`src/rtl/sel_arb_pkg.sv`:
```
// rtl/sel_arb_pkg.sv - shared constants, state type and one-hot helper for sel_rr_arbiter
package sel_arb_pkg;

    localparam int NUM_CH = 6;
    localparam int SEL_W  = 3;
    localparam logic [SEL_W-1:0] IDLE_SEL = 3'd7;

    typedef enum logic {
        IDLE  = 1'b0,
        GRANT = 1'b1
    } arb_state_t;

    function automatic logic [NUM_CH-1:0] onehot_ch(input logic [SEL_W-1:0] idx);
        return NUM_CH'(1) << idx;
    endfunction

endpackage

```
`src/rtl/rr_pick.sv`:
```
// rtl/rr_pick.sv - combinational round-robin pick: first set request at or after ptr, wrapping modulo NUM_CH
module rr_pick
    import sel_arb_pkg::*;
(
    input  logic [NUM_CH-1:0] req_masked,
    input  logic [SEL_W-1:0]  ptr,
    output logic              found,
    output logic [SEL_W-1:0]  idx
);

    localparam logic [SEL_W:0] NUM_CH_X = (SEL_W+1)'(NUM_CH);

    logic [NUM_CH-1:0] rot;
    logic [SEL_W-1:0]  off;
    logic [SEL_W:0]    sum;

    // Rotate the doubled vector so ptr lands on bit 0, priority-encode, then undo the rotation.
    always_comb begin
        rot   = NUM_CH'({req_masked, req_masked} >> ptr);
        found = |rot;
        off   = '0;
        for (int i = NUM_CH - 1; i >= 0; i--) begin
            if (rot[i]) begin
                off = SEL_W'(i);
            end
        end
        sum = {1'b0, ptr} + {1'b0, off};
        if (sum >= NUM_CH_X) begin
            sum = sum - NUM_CH_X;
        end
        idx = sum[SEL_W-1:0];
    end

endmodule

```
`src/rtl/sel_rr_arbiter.sv`:
```
// rtl/sel_rr_arbiter.sv - round-robin sel arbiter with valid/ready handshake; SEL_ARB_HIPRI0_EN makes channel 0 strict priority
module sel_rr_arbiter
    import sel_arb_pkg::*;
(
    input  logic              clk,
    input  logic              reset,
    input  logic [NUM_CH-1:0] req,
    input  logic              out_ready,
    output logic [SEL_W-1:0]  sel,
    output logic              out_valid,
    output logic [NUM_CH-1:0] gnt,
    output logic              busy
);

    localparam logic [SEL_W-1:0] LAST_CH = SEL_W'(NUM_CH - 1);

    arb_state_t        state_q, state_d;
    logic [SEL_W-1:0]  sel_q, sel_d;
    logic [SEL_W-1:0]  ptr_q, ptr_d;
    logic              valid_q, valid_d;
    logic              transfer;
    logic [NUM_CH-1:0] pick_req;
    logic [SEL_W-1:0]  pick_ptr;
    logic              pick_found;
    logic [SEL_W-1:0]  pick_idx;
    logic [SEL_W-1:0]  win_idx;

    assign transfer = valid_q & out_ready;

    // Build the arbitration inputs: in GRANT the completing source is masked and the advanced ptr is used.
    always_comb begin
        ptr_d    = ptr_q;
        pick_req = req;
        pick_ptr = ptr_q;
        if (state_q == GRANT) begin
            pick_req = req & ~onehot_ch(sel_q);
            if (transfer) begin
                ptr_d = (sel_q == LAST_CH) ? '0 : sel_q + 1'b1;
`ifdef SEL_ARB_HIPRI0_EN
                if (sel_q == '0) begin
                    ptr_d = ptr_q;
                end
`endif
            end
            pick_ptr = ptr_d;
        end
    end

    rr_pick u_rr_pick (
        .req_masked (pick_req),
        .ptr        (pick_ptr),
        .found      (pick_found),
        .idx        (pick_idx)
    );

`ifdef SEL_ARB_HIPRI0_EN
    assign win_idx = pick_req[0] ? '0 : pick_idx;
`else
    assign win_idx = pick_idx;
`endif

    // Next-state logic: grant on any request from IDLE, hold while pending, re-arbitrate on transfer.
    always_comb begin
        state_d = state_q;
        sel_d   = sel_q;
        valid_d = valid_q;
        case (state_q)
            IDLE: begin
                if (pick_found) begin
                    sel_d   = win_idx;
                    valid_d = 1'b1;
                    state_d = GRANT;
                end
            end
            GRANT: begin
                if (transfer) begin
                    if (pick_found) begin
                        sel_d = win_idx;
                    end else begin
                        sel_d   = IDLE_SEL;
                        valid_d = 1'b0;
                        state_d = IDLE;
                    end
                end
            end
            default: begin
                sel_d   = IDLE_SEL;
                valid_d = 1'b0;
                state_d = IDLE;
            end
        endcase
    end

    // State, select, valid and round-robin pointer registers.
    always_ff @(posedge clk) begin
        if (reset) begin
            state_q <= IDLE;
            sel_q   <= IDLE_SEL;
            valid_q <= 1'b0;
            ptr_q   <= '0;
        end else begin
            state_q <= state_d;
            sel_q   <= sel_d;
            valid_q <= valid_d;
            ptr_q   <= ptr_d;
        end
    end

    assign sel       = sel_q;
    assign out_valid = valid_q;
    assign busy      = (state_q == GRANT);
    assign gnt       = (transfer && !reset) ? onehot_ch(sel_q) : '0;

endmodule

```
`config.mk`:
```
export PLATFORM = sky130hd
export DESIGN_NAME = sel_rr_arbiter
export DESIGN_NICKNAME = d
export VERILOG_FILES = /design/src/rtl/sel_arb_pkg.sv /design/src/rtl/rr_pick.sv /design/src/rtl/sel_rr_arbiter.sv
export SDC_FILE = /design/constraint.sdc
export NUM_CORES = 1
export LEC_CHECK = 0
export CORE_MARGIN = 1
export CORE_UTILIZATION = 58
export DETAILED_ROUTE_END_ITERATION = 6
export DONT_BUFFER_PORTS = 1
export PLACE_DENSITY = 0.75
export SYNTH_ARGS = -nofsm -noshare
export SYNTH_HDL_FRONTEND = slang
export SYNTH_SLANG_ARGS = --single-unit
```
`constraint.sdc`:
```
create_clock -name clk -period 10.1 [get_ports clk]
set_input_delay 0.505 -clock clk [delete_from_list [all_inputs] [get_ports clk]]
set_output_delay 0.505 -clock clk [all_outputs]
set_load 0.02 [all_outputs]
```
Word level (Yosys, flattened, before mapping)
Index checks and enable logic that the tools add are counted.
- shift-type cells: 2
- reductions and logical operators: 5
- bitwise operators: 4
- order comparisons: 1
- add/sub/neg operators: 3
- multiplexer cells: 23
- eq/ne operators: 4
- operators with widths (operator ; count):
    2-to-1 mux 3 bit ; 13
    2-to-1 mux 6 bit ; 2
    >> shifter 12 x 3 -> 6 bit ; 1
    AND 6 bit ; 1
    inverter 6 bit ; 1
    case mux 3 bit (2 select lines) ; 1
    OR reduction 6 bit ; 1
    left shift 1 x 3 -> 6 bit (first input constant) ; 1
    2-to-1 mux 1 bit ; 5
    adder 3 x 3 -> 4 bit ; 1
    greater-or-equal comparator 4 x 3 -> 1 bit (second input constant) ; 1
    inequality test 2 bit (second input constant) ; 2
    case mux 1 bit (2 select lines) ; 2
    adder 3 x 1 -> 3 bit (second input constant) ; 1
    == test 3 bit (second input constant) ; 1
    AND reduction 3 bit ; 1
    subtractor 3 bit (second input constant) ; 1
    inequality test 2 x 1 -> 1 bit (second input constant) ; 1
    AND reduction 2 bit ; 1
    AND 1 bit ; 1
    logical AND 1 bit ; 1
    logical NOT 1 bit ; 1
    inverter 1 bit ; 1
- logic and storage cells: 46
- output and inout port bits: 11
- register bits: 8

Logic depth before layout (Yosys ltp)
- depth in word-level cells: 17
- mapped depth: 19
- mapped depth without buffers: 18

Cells and area by module
A second synthesis with hierarchy kept.
- cell total of the unflattened synthesis: 123
- area, all modules: 1042.2 um^2
- by module, submodules not included (module ; area each (um^2) ; times used ; cells an instance ; seq. area each (um^2)):
    rr_pick ; 550.5 ; 1 ; 59 ; 0.0
    sel_rr_arbiter ; 491.7 ; 1 ; 64 ; 160.2

Worst setup path after synthesis
Ideal clock, no wire load.
- path kind: reg-to-reg
- from: register sel_q[0], in the netlist sel[0]
- to: register sel_q[2], in the netlist sel[2]
- arrival time: 3.493 ns
- buffers on the path: 1
- slack: 6.482 ns
- required time: 9.975 ns
- setup time: 0.125 ns
- cell stages (with the launch flop): 17
- path through: dfxtp_1 clkbuf_1 and2_1 ha_1 o31a_4 clkinv_4 mux2i_1 mux2i_1 o21ai_0 a21oi_1 ha_1 inv_1 fa_1 xnor2_1 nor3_1 a211o_1 a2bb2oi_1
- word-level cells in the longest chain between the ends: 17
- elaborated cells between the ends (all ways): 27
- those cells by class: 3 x add/sub; 1 x order compare; 2 x eq/ne; 2 x shift; 15 x mux; 2 x bitwise; 2 x reduce/logical
- RTL lines (item ; RTL line ; source):
    from (decl) ; sel_rr_arbiter.sv:18 ; logic [SEL_W-1:0] sel_q, sel_d;
    from (signal assigned) ; sel_rr_arbiter.sv:103 ; sel_q <= sel_d;
    adder 3 x 1 -> 3 bit / == test 3 bit (equally long branches) ; sel_rr_arbiter.sv:38 ; ptr_d = (sel_q == LAST_CH) ? '0 : sel_q + 1'b1;
    2-to-1 mux 3 bit * ; sel_rr_arbiter.sv:38 ;
    2-to-1 mux 3 bit * ; sel_rr_arbiter.sv:37 ; if (transfer) begin
    2-to-1 mux 3 bit * ; sel_rr_arbiter.sv:35 ; if (state_q == GRANT) begin
    net pick_ptr[2] ; sel_rr_arbiter.sv:23 ; logic [SEL_W-1:0] pick_ptr;
    >> shifter 12 x 3 -> 6 bit ; rr_pick.sv:19 ; rot = NUM_CH'({req_masked, req_masked} >> ptr);
    2-to-1 mux 3 bit (6 in a row) ; rr_pick.sv:23 ; if (rot[i]) begin
    adder 3 x 3 -> 4 bit ; rr_pick.sv:27 ; sum = {1'b0, ptr} + {1'b0, off};
    greater-or-equal comparator 4 x 3 -> 1 bit / subtractor 3 bit (equally long branches) ; rr_pick.sv:28, rr_pick.sv:29 ;
    2-to-1 mux 3 bit ; rr_pick.sv:28 ; if (sum >= NUM_CH_X) begin
    2-to-1 mux 3 bit ; sel_rr_arbiter.sv:77 ; if (pick_found) begin
    2-to-1 mux 3 bit ; sel_rr_arbiter.sv:76 ; if (transfer) begin
    case mux 3 bit (2 select lines) ; sel_rr_arbiter.sv:67 ; case (state_q)
Mark *: on every way through the listed nets, which the timed path passes. The rest lies on a longest branch. The select of a mux whose other input is x is not followed.
A chain may end at the register's enable or synchronous reset.

Worst setup path after layout
- from: register state_q, in the netlist busy
- to: register sel_q[2], in the netlist sel[2]
- word-level cells in the longest chain between the ends: 14
- elaborated cells between the ends (all ways): 22
- those cells by class: 2 x add/sub; 1 x order compare; 2 x eq/ne; 1 x shift; 13 x mux; 1 x bitwise; 2 x reduce/logical
- RTL lines (item ; RTL line ; source):
    from (decl) ; sel_rr_arbiter.sv:17 ; arb_state_t state_q, state_d;
    from (signal assigned) ; sel_rr_arbiter.sv:102 ; state_q <= state_d;
    2-to-1 mux 3 bit * ; sel_rr_arbiter.sv:35 ;
    net pick_ptr[1] ; sel_rr_arbiter.sv:23 ;
    >> shifter 12 x 3 -> 6 bit ; rr_pick.sv:19 ;
    2-to-1 mux 3 bit (6 in a row) ; rr_pick.sv:23 ;
    adder 3 x 3 -> 4 bit ; rr_pick.sv:27 ;
    greater-or-equal comparator 4 x 3 -> 1 bit / subtractor 3 bit (equally long branches) ; rr_pick.sv:28, rr_pick.sv:29 ;
    2-to-1 mux 3 bit ; rr_pick.sv:28 ;
    2-to-1 mux 3 bit ; sel_rr_arbiter.sv:77 ;
    2-to-1 mux 3 bit ; sel_rr_arbiter.sv:76 ;
    case mux 3 bit (2 select lines) ; sel_rr_arbiter.sv:67 ;
Marks and branches as above.

==> reports/metrics.yaml <==
outcome: "finished, final reports clean"
die_h_um: 44.4
htreeDepth: 1
fill_cells: 149
hold_ws_ns: 0.318
grt_max_degree: 19
core_mm2: 0.00159
routedWlPerCell_um: 14.9
worstRegToRegCells: 15
die_x_um: 44.4
placed_area_mm2: 0.00104
utilization_pct: 66.6
seqCellArea_um2: 160
setup.worst_path.start: "busy$_SDFF_PP0_"
postCtsSetupRepairBufs: 0
drcViolationCount: 0
cts_made_buffers: 3
vias_per_cell: 6.37
syn-num-nets: 148
slew_viol_final: 0
path_clk_slew_ns: 0.05
setup_violations: 0
drtPass1Iterations: 4
max_slew_margin_pct: 41.1
tritoncts: "done"
fin_setup_tns_ns: 0
clk_latency_ns: 0.25
avgSynthCellArea_um2: 7.78
netlist_top_cells_area: "dfxtp_1, mux2i_1, a21oi_1"
yosysWarnings: 0
synth_area_mm2: 0.00104
synth_largest_area_cell: "dfxtp_1"
grt.overflow.total: 0
ys_async_sr_fraction_pct: 0
synth_compound_area_share_pct: 27.5
synthFlopType: "dfxtp_1"
ys_seq_area_share_pct: 15.4
synthTopCellsByCount: "nand2_1, a21oi_1, nor2_1, mux2i_1"
power_density_mw_per_mm2: 119
finalClockSkew_ns: 0.00288
io_buffers: 0
antenna_cells: 0
vias: 988
holdCritPathClass: "in2reg"
yosysUniqueCellTypes: 46
startpoint_type: "flop"
hold_viol: 0
synth-seq-cells: 8
ctsHoldBuffers: 0
stdcell_count: 155
grt_pass1_wl_um: 3880
cp_max_fo: 18
synthMuxAreaShare_pct: 15.7
wl_um: 2310
yosys.area_share.simple_pct: 27.3
yosys.cell_count.top_type: "nand2_1"
post_cts_resize_count: 0
worstPathRequired_ns: 10.22
r2r-end: "sel[2]$_SDFFE_PP1P_"
drt_iter0_drc: 27
placementRows: 14
areaGrowthSynthToFinish_pct: 1.80
synth_xor_area_share_pct: 0.840
fin_crit_ns: 4.14
reg2reg_from: "busy$_SDFF_PP0_"
worst-slew-pin-transition_ns: 0.876
gp_congestion: 0.844
ir_drop_mv: 0.104
crit_end: "sel[2]$_SDFFE_PP1P_"
nNetsFinal: 147
cp.arrival_ns: 4.26
final_area_mm2: 0.00106
dp_hpwl_um: 1740
groute.usage.overall_pct: 25.9
dieArea_mm2: 0.00197
synth_top_family_by_area: "compound AO/OA/AOI/OAI gates"
r2r_slack_ns: 5.96
drive_gt1_share_pct: 11.5
synth_cells: 134
min_path_cells: 1
synth_edf_count: 0
placed_cells: 152
synth-adder-area-share_pct: 6.72
antenna_found_initial: 0
synth_top_area_share_pct: 15.4
p_leak_nw: 0.442
max_cap_viol_count: 0
io_pins: 20
start_util_pct: 65.4
cts_buffer_depth: 2
drtAntennaViolNets: 0
cts_sinks: 8
worst-setup-path-type: "reg2reg"
cts_root_buffer: "clkbuf_4"
multi_input_area_um2: 813
rsz0062_at_grt: "false"
timing.fmax_ghz: 0.242
endpoint_kind: "flop"
grt_pass1_vias: 887
fin_crit_sh_pct: 41.0
==> metal layers <==
metal	track usage [%]	wire [um]	vias to the layer above
li1	-	-	486
met1	37.1	1110	472
met2	42.1	1100	28
met3	2.45	92	2
met4	6.06	6	0
met5	0	0	-
==> layout make-up <==
cell class | instances | share of cell area, %
Clock buffer | 3 | 2.12
Inverter | 8 | 3.30
Multi-Input combinational cell | 112 | 76.7
Sequential cell | 8 | 15.1
Tap cell | 24 | 2.83
==> flip-flops by register name (all words and copies together) (netlist names) <==
| name | count |
|---|---|
| out_valid | 1 |
| sel | 3 |
| ptr_q | 3 |
| busy | 1 |
==> cell families after synthesis <==
family / after synthesis
DFF: 8
xor gates and xnor gates: 1
adders and majority gates: 5
and+or+nand+nor: 51
muxes: 15
buffers and inverters: 14
AOI/OAI and AO/OA: 40
==> worst max-delay path: stages (launching register included) <==
cell	delay, ns
dfxtp_1	0.76
and3_1	0.42
mux2_2	0.43
inv_1	0.23
o21ai_0	0.17
o22a_1	0.26
inv_1	0.07
o21ai_0	0.08
a21oi_1	0.17
ha_1	0.19
inv_1	0.06
fa_1	0.43
xnor2_1	0.25
nor3_1	0.07
a211o_1	0.27
a2bb2oi_1	0.12
==> per-stage QoR <==
step	power (mW)	setup WS, ns
detailed placement	0.102	6.03
global route	0.136	5.67
finish	0.127	5.96
CTS	0.127	6.01
global placement	0.100	6.14
floorplan	0.0935	6.48
==> power by group <==
part | switching [mW] | leakage [nW] | total (mW) | internal [mW]
Sequential | 0.0114 | 0.0662 | 0.0460 | 0.0346
Clock | 0.0103 | 0.0138 | 0.0239 | 0.0136
Combinational | 0.0320 | 0.362 | 0.0568 | 0.0248
==> how the worst min path moves through the flow <==
stage	startpoint	endpoint
final	reset	busy$_SDFF_PP0_
after global routing	reset	ptr_q[0]$_SDFF_PP0_
after CTS	reset	busy$_SDFF_PP0_
after detailed placement	reset	busy$_SDFF_PP0_
after global placement	reset	busy$_SDFF_PP0_
after floorplan	ptr_q[2]$_SDFF_PP0_	ptr_q[2]$_SDFF_PP0_
==> placed cells by master (no fill, tap or decap), drive strengths merged, types with 3 or more instances in the layout <==
master  count
o21ai      10
ha          4
inv         7
or2         3
o22a        3
dfxtp       8
clkbuf      3
mux2i      10
and2        3
nand2      12
a21oi      11
nand2b      6
mux2        5
o31ai       3
nor2b       3
nor2       11
nor3        4
Note: power is estimated with default switching activity, not from simulation.
